[config.mk]
export PLATFORM = sky130hd
export DESIGN_NAME = led_sequencer
export DESIGN_NICKNAME = d
export VERILOG_FILES = /design/src/rtl/led_sequencer.sv
export SDC_FILE = /design/constraint.sdc
export NUM_CORES = 1
export LEC_CHECK = 0
export ABC_AREA = 1
export ABC_CLOCK_PERIOD_IN_PS = 3800
export CORE_ASPECT_RATIO = 0.5
export CORE_MARGIN = 2
export CORE_UTILIZATION = 35
export CTS_CLUSTER_SIZE = 20
export DETAILED_ROUTE_END_ITERATION = 7
export HOLD_SLACK_MARGIN = 0.05
export PLACE_DENSITY = 0.53
export SLEW_MARGIN = 20
export SYNTH_ARGS = -nofsm -noshare
export SYNTH_HDL_FRONTEND = slang
export SYNTH_SLANG_ARGS = --single-unit
[constraint.sdc]
create_clock -name clk -period 3.8 [get_ports clk]
set_clock_uncertainty 0.1 [all_clocks]
set_input_delay 0.76 -clock clk [delete_from_list [all_inputs] [get_ports clk]]
set_output_delay 0.76 -clock clk [all_outputs]
set_load 0.05 [all_outputs]
[src/rtl/led_sequencer.sv]
// led_sequencer: Avalon-MM slave that queues LED patterns in a FIFO and
// plays them onto the LED pins. Each pattern is held for a programmable
// dwell time, with optional recirculation of popped patterns for looping.
module led_sequencer #(
  parameter int          LED_W     = 10,
  parameter int          DEPTH     = 16,
  parameter logic [31:0] DWELL_RST = 32'd50_000_000
) (
  input  logic             clk,
  input  logic             reset,
  input  logic [1:0]       avs_address,
  input  logic             avs_write,
  input  logic [31:0]      avs_writedata,
  input  logic             avs_read,
  output logic [31:0]      avs_readdata,
  output logic             avs_waitrequest,
  output logic [LED_W-1:0] leds
);

  localparam int AW = $clog2(DEPTH);
  localparam int CW = AW + 1;

  typedef enum logic {IDLE, SHOW} state_t;

  // Pattern storage and FIFO bookkeeping
  logic [LED_W-1:0] fifo_mem [DEPTH];
  logic [AW-1:0]    wr_ptr_reg, rd_ptr_reg;
  logic [CW-1:0]    count_reg;

  // Control/status registers
  logic [31:0]      dwell_reg;
  logic             run_reg, loop_reg, ovf_reg;
  logic [31:0]      readdata_reg;

  // Playback state
  state_t           state_reg, state_next;
  logic [31:0]      cnt_reg, cnt_next;
  logic [LED_W-1:0] leds_reg, leds_next;

  // Decoded strobes and FIFO handshakes
  logic             wr_pat, wr_dwell, wr_ctrl, wr_stat, clear;
  logic             empty, full, pop, loop_push, cpu_push, push, ovf_set;
  logic [LED_W-1:0] head, push_data;
  logic [31:0]      dwell_load;
  logic [31:0]      rd_mux;

  assign wr_pat   = avs_write && (avs_address == 2'd0);
  assign wr_dwell = avs_write && (avs_address == 2'd1);
  assign wr_ctrl  = avs_write && (avs_address == 2'd2);
  assign wr_stat  = avs_write && (avs_address == 2'd3);
  // Clear has no storage: it acts on the edge that samples the CTRL write.
  assign clear    = wr_ctrl && avs_writedata[2];

  assign empty      = (count_reg == '0);
  assign full       = (count_reg == CW'(DEPTH));
  // Head is read combinationally so it can be shown on the pop edge itself.
  assign head       = fifo_mem[rd_ptr_reg];
  // A programmed dwell of 0 behaves like 1 (counter reloads to 0).
  assign dwell_load = (dwell_reg == 32'd0) ? 32'd0 : dwell_reg - 32'd1;

  // Next-state logic: pop the head when idle or when the dwell expires
  always_comb begin
    state_next = state_reg;
    cnt_next   = cnt_reg;
    leds_next  = leds_reg;
    pop        = 1'b0;
    if (clear) begin
      state_next = IDLE;
    end else begin
      case (state_reg)
        IDLE: begin
          if (run_reg && !empty) begin
            pop        = 1'b1;
            leds_next  = head;
            cnt_next   = dwell_load;
            state_next = SHOW;
          end
        end
        SHOW: begin
          if (cnt_reg != 32'd0) begin
            cnt_next = cnt_reg - 32'd1;
          end else if (run_reg && !empty) begin
            pop       = 1'b1;
            leds_next = head;
            cnt_next  = dwell_load;
          end else begin
            state_next = IDLE;
          end
        end
        default: state_next = IDLE;
      endcase
    end
  end

  // Loop recirculation owns the write port on a pop edge; a coinciding CPU
  // pattern write is stalled for that cycle instead of being dropped.
  assign loop_push       = pop && loop_reg;
  assign avs_waitrequest = wr_pat && loop_push;
  // A push alongside a pop is legal even when full.
  assign cpu_push        = wr_pat && !loop_push && !clear && (!full || pop);
  assign ovf_set         = wr_pat && !loop_push && full && !pop;
  assign push            = loop_push || cpu_push;
  assign push_data       = loop_push ? head : avs_writedata[LED_W-1:0];

  // FSM, counter and LED output registers
  always_ff @(posedge clk or posedge reset) begin
    if (reset) begin
      state_reg <= IDLE;
      cnt_reg   <= '0;
      leds_reg  <= '0;
    end else begin
      state_reg <= state_next;
      cnt_reg   <= cnt_next;
      leds_reg  <= leds_next;
    end
  end

  // Pattern storage; no reset so it maps onto plain RAM
  always_ff @(posedge clk) begin
    if (push && !clear) begin
      fifo_mem[wr_ptr_reg] <= push_data;
    end
  end

  // FIFO pointers and occupancy; clear beats any push or pop
  always_ff @(posedge clk or posedge reset) begin
    if (reset) begin
      wr_ptr_reg <= '0;
      rd_ptr_reg <= '0;
      count_reg  <= '0;
    end else if (clear) begin
      wr_ptr_reg <= '0;
      rd_ptr_reg <= '0;
      count_reg  <= '0;
    end else begin
      if (push) wr_ptr_reg <= wr_ptr_reg + AW'(1);
      if (pop)  rd_ptr_reg <= rd_ptr_reg + AW'(1);
      case ({push, pop})
        2'b10:   count_reg <= count_reg + CW'(1);
        2'b01:   count_reg <= count_reg - CW'(1);
        default: count_reg <= count_reg;
      endcase
    end
  end

  // Software-visible control registers and sticky overflow flag
  always_ff @(posedge clk or posedge reset) begin
    if (reset) begin
      dwell_reg <= DWELL_RST;
      run_reg   <= 1'b0;
      loop_reg  <= 1'b0;
      ovf_reg   <= 1'b0;
    end else begin
      if (wr_dwell) dwell_reg <= avs_writedata;
      if (wr_ctrl) begin
        run_reg  <= avs_writedata[0];
        loop_reg <= avs_writedata[1];
      end
      if (wr_stat)      ovf_reg <= 1'b0;
      else if (ovf_set) ovf_reg <= 1'b1;
    end
  end

  // Read-side register mux; unused bits stay zero
  always_comb begin
    rd_mux = '0;
    case (avs_address)
      2'd0: rd_mux[LED_W-1:0] = leds_reg;
      2'd1: rd_mux = dwell_reg;
      2'd2: rd_mux[1:0] = {loop_reg, run_reg};
      default: begin
        rd_mux[0]      = empty;
        rd_mux[1]      = full;
        rd_mux[2]      = (state_reg == SHOW);
        rd_mux[3]      = ovf_reg;
        rd_mux[8 +: CW] = count_reg;
      end
    endcase
  end

  // Read data register: latency 1, holds between reads
  always_ff @(posedge clk or posedge reset) begin
    if (reset) begin
      readdata_reg <= '0;
    end else if (avs_read) begin
      readdata_reg <= rd_mux;
    end
  end

  assign avs_readdata = readdata_reg;
  assign leds         = leds_reg;

endmodule

==> results of run 1 <==
layer usage:
metal  vias to the layer above  share of wire
li1                       5067              -
met1                      5077           0.44
met5                         -              0
met3                        46          0.047
met4                         0          0.018
met2                       225           0.49
cells by family after synthesis:
group,share of synthesized area
AO/OA/AOI/OAI,0.151
XOR/XNOR,0.0148
adder cells (fa/ha/maj),0.00919
buffers and inverters,0.0635
flip-flops,0.580
multiplexers,0.0352
AND/OR/NAND/NOR,0.146
final cells by class:
type,instances,area [um^2]
multi-input combinational,900,4850
timing repair buffer,128,1180
inverter,166,632
fill,3677,21800
sequential,283,7900
clock inverter,12,125
clock buffer,38,747
tap,520,651
final timing paths:
kind | slack (ps) | startpoint | end | cells after the start
setup / recovery | 240 | count_reg[0] | avs_waitrequest | 12
hold / removal | 380 | avs_readdata[25] | avs_readdata[25] | 2
setup reg to reg | 680 | count_reg[0] | fifo_mem[8][3] | 14
hold reg to reg | 380 | avs_readdata[25] | avs_readdata[25] | 2
max in group asynchronous | 2330 | reset | dwell_reg[7] | 3
min in group asynchronous | 500 | reset | avs_readdata[23] | 2
synthesized netlist by cell type (11+ instances only):
cell / count / area share
nand2_1: 190 / 0.052
edfxtp_1: 160 / 0.35
inv_1: 155 / 0.043
nor2_1: 154 / 0.042
o21ai_0: 123 / 0.045
a21oi_1: 119 / 0.044
dfrtp_1: 111 / 0.20
nand3_1: 62 / 0.023
o211ai_1: 45 / 0.025
clkbuf_1: 44 / 0.012
mux2i_1: 40 / 0.029
o31ai_1: 21 / 0.012
xor2_1: 20 / 0.013
nor3_1: 19 / 0.0070
a31oi_1: 12 / 0.0055
buf_2: 12 / 0.0044
dfstp_2: 12 / 0.023
nand4_1: 11 / 0.0051
o22ai_1: 11 / 0.0051
worst max-delay path: cells and delay by family, from the launching register on:
family	cells	cell delay, ps
buffers and inverters	5	810
flip-flops	1	430
AND/OR/NAND/NOR	7	900
where the power goes:
| part | internal (mW) | switching [mW] |
|---|---|---|
| sequential | 3.72 | 0.465 |
| combinational | 1.16 | 2.18 |
| clock | 1.51 | 1.21 |
metrics by stage:
stage | cells | setup WS (ps)
final | 2047 | 241
after global routing | 2047 | 68.6
after CTS | 2047 | 239
after detailed placement | 1997 | 247
after global placement | 1997 | 344
after floorplan | 1408 | 594
placed cells by master, fill, tap and decap left out, types with 6 or more instances in the layout:
master and n:
dfstp_2 12, edfxtp_1 160, o22ai_1 11, mux2i_1 40, nor2_1 154, buf_4 47
nor3_1 19, inv_2 8, a21oi_1 119, o21ai_0 123, ha_1 10, a31oi_1 12
dfrtp_1 110, nand2_1 189, xor2_1 20, clkbuf_1 8, clkbuf_16 27, o31ai_1 21
nand3_1 62, clkinv_2 6, mux2_2 7, o211ai_1 45, nor2_2 10, nand4_1 11
nand2_2 7, clkdlybuf4s50_1 79, inv_1 154
==> impl_metrics.env, run 1 <==
export IMPL_holdCritPathClass="flop to flop"
export IMPL_gp_congestion=0.917
export IMPL_vdd_drop_max_mv=0.384
export IMPL_track_usage=0.188
export IMPL_core_area_um2=37800
export IMPL_hold_violations=0
export IMPL_grt_overflow=0
export IMPL_num_vias=10415
export IMPL_numPortBuffers=80
export IMPL_fin_area_um2=16100
export IMPL_fin_nets=1554
export IMPL_cts_hold_fix_buffers=0
export IMPL_async_flop_share=0.435
export IMPL_post_route_min_period_ps=3560
export IMPL_cts_tree="done"
export IMPL_power_mw=10.2
export IMPL_drive_above_1_share=0.0976
export IMPL_drt_wl_total_mm=37.8
export IMPL_cpPeakStageDelay_ps=430
export IMPL_whs_ps=381
export IMPL_syn_to_final_growth_pct=18.2
export IMPL_vias_per_cell=5.09
export IMPL_finalSetupViolCount=0
export IMPL_finalSetupTns_ps=0
export IMPL_synthesis_nets=1456
export IMPL_power_density_nw_per_um2=637
export IMPL_grt_use_met3=0.0288
export IMPL_grt_busiest_layer="met2"
export IMPL_leakage_nw=6.34
export IMPL_ant_nets=0
export IMPL_cpMostUsedCell="inv_2"
export IMPL_grt_max_degree=55
export IMPL_synth_area_um2=13600
export IMPL_endpoint_kind="output port"
export IMPL_top_register="fifo_mem"
export IMPL_largest_register_ff_count=160
export IMPL_crit_slowest_cell="dfrtp_1"
export IMPL_worstSkewPairLatency_ps=570
export IMPL_synth_avg_cell_area_um2=9.66
export IMPL_rsz0062_at_grt="no"
export IMPL_placementRows=50
export IMPL_ioPinCount=81
export IMPL_grt_antenna_before_repair=0
export IMPL_cts_buffers=27
export IMPL_clock_sinks=283
export IMPL_grt_pass1_wl_mm=59.0
export IMPL_grt_met2_usage=0.332
export IMPL_synth_edf_count=160
export IMPL_maxSlewHeadroom=0.430
export IMPL_place_area_um2=15200
export IMPL_report_final_slew_viol_count=0
export IMPL_status="finished clean"
export IMPL_crit_type="flop to output port"
export IMPL_clk_pin_slew_ps=60
export IMPL_maxCapViolCount=0
export IMPL_post_route_util=0.425
export IMPL_die_w_um=283
export IMPL_ys_types=49
export IMPL_dr_pass1_iters=5
export IMPL_use_met1=0.247
export IMPL_die_h_um=143
export IMPL_htree_levels=1
export IMPL_cts_root_buf="clkbuf_16"
export IMPL_num_antenna_cells=0
export IMPL_drt_iter0_markers=833
export IMPL_initial_core_util=0.360
export IMPL_critical_path_max_fanout=17
export IMPL_cts_resized=0
export IMPL_grt_pass1_vias=10300
export IMPL_tightest_slew_ps=855
export IMPL_post_cts_repair_setup_buffers=0
export IMPL_fin_crit_sh=0.937
export IMPL_crit_path_cell_trace="inv_2, nand3_1, inv_2, nand2_2, nand2_4, inv_2, nand2_2, nor2_8, nand2_4, buf_4, nor2_1, buf_4"
export IMPL_clock_path_buffers=3
export IMPL_synthFlopType="edfxtp_1"
export IMPL_critPathRequiredTime_ps=2940
export IMPL_seq_area_frac_synth=0.580
export IMPL_ys_ff_latch=283
export IMPL_dieArea_um2=40600
export IMPL_drcViolationCount=0
export IMPL_synth_cells=1408
export IMPL_max_freq_mhz=281
export IMPL_wl_per_cell_um=18.5
export IMPL_ys_warn_count=0
export IMPL_worst_ep_arrival_time_ps=2700
export IMPL_dp_hpwl_mm=26.6
export IMPL_start_kind="flop"
Note: power is estimated with default switching activity, not from simulation.
==> run 2: changes to the inputs <==
--- a/config.mk
+++ b/config.mk
@@ -8,9 +8,8 @@
 export ABC_AREA = 1
 export ABC_CLOCK_PERIOD_IN_PS = 3800
 export CORE_ASPECT_RATIO = 0.5
-export CORE_MARGIN = 2
+export CORE_MARGIN = 1
 export CORE_UTILIZATION = 35
-export CTS_CLUSTER_SIZE = 20
 export DETAILED_ROUTE_END_ITERATION = 7
 export HOLD_SLACK_MARGIN = 0.05
 export PLACE_DENSITY = 0.53
==> run 2 against run 1 <==
Power increased by 2.5%; combinational power about the same; flip-flop and latch count unchanged; global-route usage increased by 0.50 points; highest routed layer unchanged; largest power group unchanged; critical endpoint unchanged; sequential share of layout area decreased by 0.33 points; final area increased by 0.68%; critical path depth unchanged; non-clock buffer count unchanged; critical path type unchanged.
==> impl_metrics.env, run 2 (synthesized netlist as in run 1, its figures left out) <==
export IMPL_status="finished clean"
export IMPL_dieArea_um2=39700
export IMPL_cpMostUsedCell="inv_2"
export IMPL_hold_violations=0
export IMPL_grt_max_degree=51
export IMPL_p_clk_frac=0.282
export IMPL_drive_above_1_share=0.100
export IMPL_worst_ep_arrival_time_ps=2720
export IMPL_clock_path_buffers=3
export IMPL_cts_buffers=28
export IMPL_grt_pass1_vias=10291
export IMPL_dp_hpwl_mm=26.6
export IMPL_rsz0062_at_grt="no"
export IMPL_post_cts_repair_setup_buffers=0
export IMPL_cts_hold_fix_buffers=0
export IMPL_switching_share=0.369
export IMPL_fin_nets=1555
export IMPL_worstSkewPairLatency_ps=580
export IMPL_grt_pass1_wl_mm=59.3
export IMPL_track_usage=0.193
export IMPL_drt_iter0_markers=954
export IMPL_worst_r2r_setup_slack_ps=620
export IMPL_maxCapViolCount=0
export IMPL_numPortBuffers=80
export IMPL_power_density_nw_per_um2=648
export IMPL_maxSlewHeadroom=0.376
export IMPL_whs_ps=354
export IMPL_fin_crit_sh=0.942
export IMPL_cts_tree="done"
export IMPL_finalSetupTns_ps=0
export IMPL_num_antenna_cells=0
export IMPL_layout_common_cells="nand2_1, edfxtp_1, inv_1, nor2_1, o21ai_0"
export IMPL_post_route_min_period_ps=3580
export IMPL_tightest_slew_ps=932
export IMPL_clock_sinks=283
export IMPL_p_comb_frac=0.317
export IMPL_report_final_slew_viol_count=0
export IMPL_netSwitchingPower_mw=3.88
export IMPL_syn_to_final_growth_pct=19.0
export IMPL_start_kind="flop"
export IMPL_core_area_um2=37800
export IMPL_die_w_um=281
export IMPL_crit_slowest_cell="dfrtp_1"
export IMPL_htree_levels=1
export IMPL_max_freq_mhz=279
export IMPL_die_h_um=141
export IMPL_drcViolationCount=0
export IMPL_crit_type="flop to output port"
export IMPL_vdd_drop_max_mv=0.373
export IMPL_grt_antenna_before_repair=0
export IMPL_setup_ws_ps=219
export IMPL_p_seq_frac=0.401
export IMPL_cts_root_buf="clkbuf_16"
export IMPL_fin_area_um2=16200
export IMPL_p_int_mw=6.62
export IMPL_ant_nets=0
export IMPL_cts_resized=0
export IMPL_crit_path_cell_trace="inv_2, nand3_1, inv_2, nand2_2, nand2_4, inv_2, nand2_2, nor2_8, nand2_4, buf_4, nor2_1, buf_4"
export IMPL_drt_wl_total_mm=37.6
export IMPL_gp_congestion=0.861
export IMPL_num_vias=10386
export IMPL_critPathRequiredTime_ps=2940
export IMPL_largest_register_ff_count=160
export IMPL_clk_pin_slew_ps=60
export IMPL_initial_core_util=0.360
export IMPL_wl_per_cell_um=18.4
export IMPL_dr_pass1_iters=5
export IMPL_leakage_nw=6.39
export IMPL_endpoint_kind="output port"
export IMPL_layout_commonest_cell="nand2_1"
export IMPL_ioPinCount=81
export IMPL_place_worst_setup_slack_ps=114
export IMPL_cpPeakStageDelay_ps=440
export IMPL_top_register="fifo_mem"
export IMPL_placementRows=50
export IMPL_holdCritPathClass="input pin to asynchronous set/reset pin"
export IMPL_post_route_util=0.428
export IMPL_critical_path_max_fanout=17
export IMPL_vias_per_cell=5.07
export IMPL_grt_overflow=0
export IMPL_finalSetupViolCount=0
export IMPL_place_area_um2=15200
-- run 2: metal layers --
| metal | up-vias | GRT usage | part of all wire |
|---|---|---|---|
| met2 | 208 | 0.336 | 0.49 |
| met3 | 52 | 0.0249 | 0.042 |
| li1 | 5068 | - | - |
| met5 | - | 0 | 0 |
| met4 | 0 | 0.0463 | 0.022 |
| met1 | 5058 | 0.258 | 0.45 |
-- run 2: worst max-delay path, delay by kind of cell (launching register included) --
family | cells | cell delay (ps)
buffers and inverters | 5 | 790
DFF | 1 | 440
and+or+nand+nor | 7 | 920
-- run 2: final cells by class --
class	instances	area (um^2)
clock buffers	34	743
clock inverters	18	239
fillers	3708	21700
inverters	166	632
multi-input cells	900	4850
flip-flops and latches	283	7900
well taps	520	651
repair buffers	128	1180
-- run 2: stage by stage --
step,cells,total power [mW]
after global placement,1997,7.54
after detailed placement,1997,7.59
final,2049,10.5
after global routing,2049,11.1
after CTS,2049,10.6
after floorplan,1408,6.45
-- run 2: worst paths after layout --
path                                          to              from  cells after the start
worst max-delay path             avs_waitrequest      count_reg[0]                     12
min in group clk                avs_readdata[15]  avs_readdata[15]                      2
worst min register to register  avs_readdata[15]  avs_readdata[15]                      2
worst max register to register   fifo_mem[10][5]      count_reg[0]                     14
worst min-delay path            avs_readdata[22]             reset                      2
max in group asynchronous          rd_ptr_reg[0]             reset                      3
-- run 2: power groups by stage --
stage	sequential, mW	combinational [mW]	clock, mW
after floorplan	4.39	2.06	0
after global placement	4.25	3.28	0
after detailed placement	4.26	3.33	0
after CTS	4.21	3.34	3.04
after global routing	4.27	3.69	3.18
final	4.21	3.33	2.96
==> run 3: changes to the inputs <==
--- a/config.mk
+++ b/config.mk
@@ -12,6 +12,7 @@
 export CORE_UTILIZATION = 35
 export DETAILED_ROUTE_END_ITERATION = 7
 export HOLD_SLACK_MARGIN = 0.05
+export MAX_ROUTING_LAYER = met4
 export PLACE_DENSITY = 0.53
 export SLEW_MARGIN = 20
 export SYNTH_ARGS = -nofsm -noshare
==> run 3 against run 2 <==
Flip-flop and latch count stayed put; global-route usage grew 0.43 points; combinational power hardly changed; die area unchanged; first-iteration DRC count is 12% lower; largest cell class unchanged; critical endpoint unchanged; non-clock buffer count is 1 lower; cell count hardly changed; core utilization up 0.23 points; final area is 0.53% higher; sequential share of layout area decreased by 0.26 points; clock power rose by 8.1%; setup slack gained 83 ps.
==> impl_metrics.env, run 3 (synthesized netlist as in run 1, its figures left out) <==
export IMPL_status="finished clean"
export IMPL_largest_register_ff_count=160
export IMPL_p_clk_frac=0.299
export IMPL_vias_per_cell=5.04
export IMPL_crit_slowest_cell="dfrtp_1"
export IMPL_place_area_um2=15200
export IMPL_grt_busiest_layer="met2"
export IMPL_holdCritPathClass="flop to flop"
export IMPL_vdd_drop_max_mv=0.393
export IMPL_cts_tree="done"
export IMPL_max_freq_mhz=286
export IMPL_crit_type="flop to output port"
export IMPL_cpMostUsedCell="inv_2"
export IMPL_worstSkewPairLatency_ps=580
export IMPL_grt_max_degree=64
export IMPL_critPathRequiredTime_ps=2940
export IMPL_cts_root_buf="clkbuf_16"
export IMPL_hold_violations=0
export IMPL_p_comb_frac=0.308
export IMPL_cts_resized=0
export IMPL_layout_common_cells="nand2_1, edfxtp_1, inv_1, nor2_1, o21ai_0"
export IMPL_start_kind="flop"
export IMPL_endpoint_kind="output port"
export IMPL_finalSetupViolCount=0
export IMPL_crit_path_cell_trace="inv_2, nand3_1, inv_2, nand2_2, nand2_4, inv_2, nand2_2, nor2_8, nand2_4, buf_4, nor2_1, buf_4"
export IMPL_syn_to_final_growth_pct=19.7
export IMPL_cts_buffers=28
export IMPL_finalSetupTns_ps=0
export IMPL_power_mw=10.7
export IMPL_fin_nets=1554
export IMPL_dp_cells=1996
export IMPL_num_vias=10312
export IMPL_drive_above_1_share=0.101
export IMPL_grt_use_met3=0.0244
export IMPL_critical_path_top_delay_family="simple AND/OR/NAND/NOR gates"
export IMPL_layout_commonest_cell="nand2_1"
export IMPL_leakage_nw=6.42
export IMPL_power_density_nw_per_um2=658
export IMPL_gp_congestion=0.871
export IMPL_top_register="fifo_mem"
export IMPL_report_final_slew_viol_count=0
export IMPL_numPortBuffers=80
export IMPL_cpPeakStageDelay_ps=420
export IMPL_finalNonFillerCells=2048
export IMPL_die_w_um=281
export IMPL_post_route_min_period_ps=3500
export IMPL_die_h_um=141
export IMPL_initial_core_util=0.360
export IMPL_grt_pass1_vias=10329
export IMPL_fin_area_um2=16300
export IMPL_num_antenna_cells=0
export IMPL_p_int_mw=6.82
export IMPL_grt_pass1_wl_mm=59.0
export IMPL_dp_hpwl_mm=26.4
export IMPL_netSwitchingPower_mw=3.89
export IMPL_fill_cells=3627
export IMPL_drt_iter0_markers=841
export IMPL_worst_ep_arrival_time_ps=2640
export IMPL_dieArea_um2=39700
export IMPL_clock_sinks=283
export IMPL_p_seq_frac=0.394
export IMPL_core_area_um2=37800
export IMPL_maxCapViolCount=0
export IMPL_tightest_slew_ps=974
export IMPL_grt_overflow=0
export IMPL_ioPinCount=81
export IMPL_clock_path_buffers=3
export IMPL_ant_nets=0
export IMPL_rsz0062_at_grt="no"
export IMPL_clk_pin_slew_ps=60
export IMPL_dr_pass1_iters=5
export IMPL_cts_hold_fix_buffers=0
export IMPL_critical_path_max_fanout=17
export IMPL_whs_ps=383
export IMPL_drt_wl_total_mm=37.4
export IMPL_use_met1=0.257
export IMPL_drcViolationCount=0
export IMPL_grt_met2_usage=0.326
export IMPL_post_cts_repair_setup_buffers=0
export IMPL_grt_antenna_before_repair=0
export IMPL_placementRows=50
export IMPL_wl_per_cell_um=18.3
export IMPL_switching_share=0.363
export IMPL_track_usage=0.198
export IMPL_fin_crit_sh=0.921
export IMPL_htree_levels=1
export IMPL_crit_buf_inv=5
export IMPL_maxSlewHeadroom=0.348
## run 3: cell count changes in the layout (fill, tap and decap cells not counted), moves of 2 or more
cell | previous run | this run
buf_4 | 47 | 45
bufinv_16 | 5 | 8
clkinv_2 | 7 | 4
clkinvlp_4 | 1 | 4
## run 3: metal layers
metal  wire [um]  vias up
met2       18100      204
met5           0        -
met4        1010        0
met3        1340       63
li1            -     5051
met1       17000     4994
## run 3: tightest hold or removal path: cells and delay by family (launching register included)
family | cells | cell delay [ps]
compound gates | 1 | 50
simple gates | 1 | 60
flops | 1 | 340
## run 3: power groups by stage
stage	sequential, mW	clock (mW)	combinational (mW)
CTS	4.22	3.28	3.32
finish	4.22	3.20	3.30
global placement	4.28	0	3.25
floorplan	4.39	0	2.06
global route	4.29	3.40	3.67
detailed placement	4.28	0	3.30
## run 3: area by class of cell
type                    count  area, um^2  area share
flip-flops and latches    283        7900       0.485
multi-input cells         900        4850       0.298
repair buffers            127        1190      0.0730
clock buffers              33         739      0.0454
well taps                 520         651      0.0400
inverters                 166         632      0.0388
clock inverters            19         324      0.0199
## run 3: final timing paths
check                                  from  depth (start not counted)          endpoint  slack (ps)
min in group asynchronous             reset                          2  avs_readdata[24]         530
max in group asynchronous             reset                          3      dwell_reg[7]        2300
min                        avs_readdata[25]                          2  avs_readdata[25]         380
max reg2reg                    count_reg[0]                         14    fifo_mem[0][5]         670
min reg2reg                avs_readdata[25]                          2  avs_readdata[25]         380
max                            count_reg[0]                         12   avs_waitrequest         300
## run 3: per-stage QoR
step                setup WS (ps)  utilization
floorplan                     594            -
global placement              275        0.402
detailed placement            118        0.402
CTS                           246        0.430
global route                  136        0.430
finish                        302        0.430
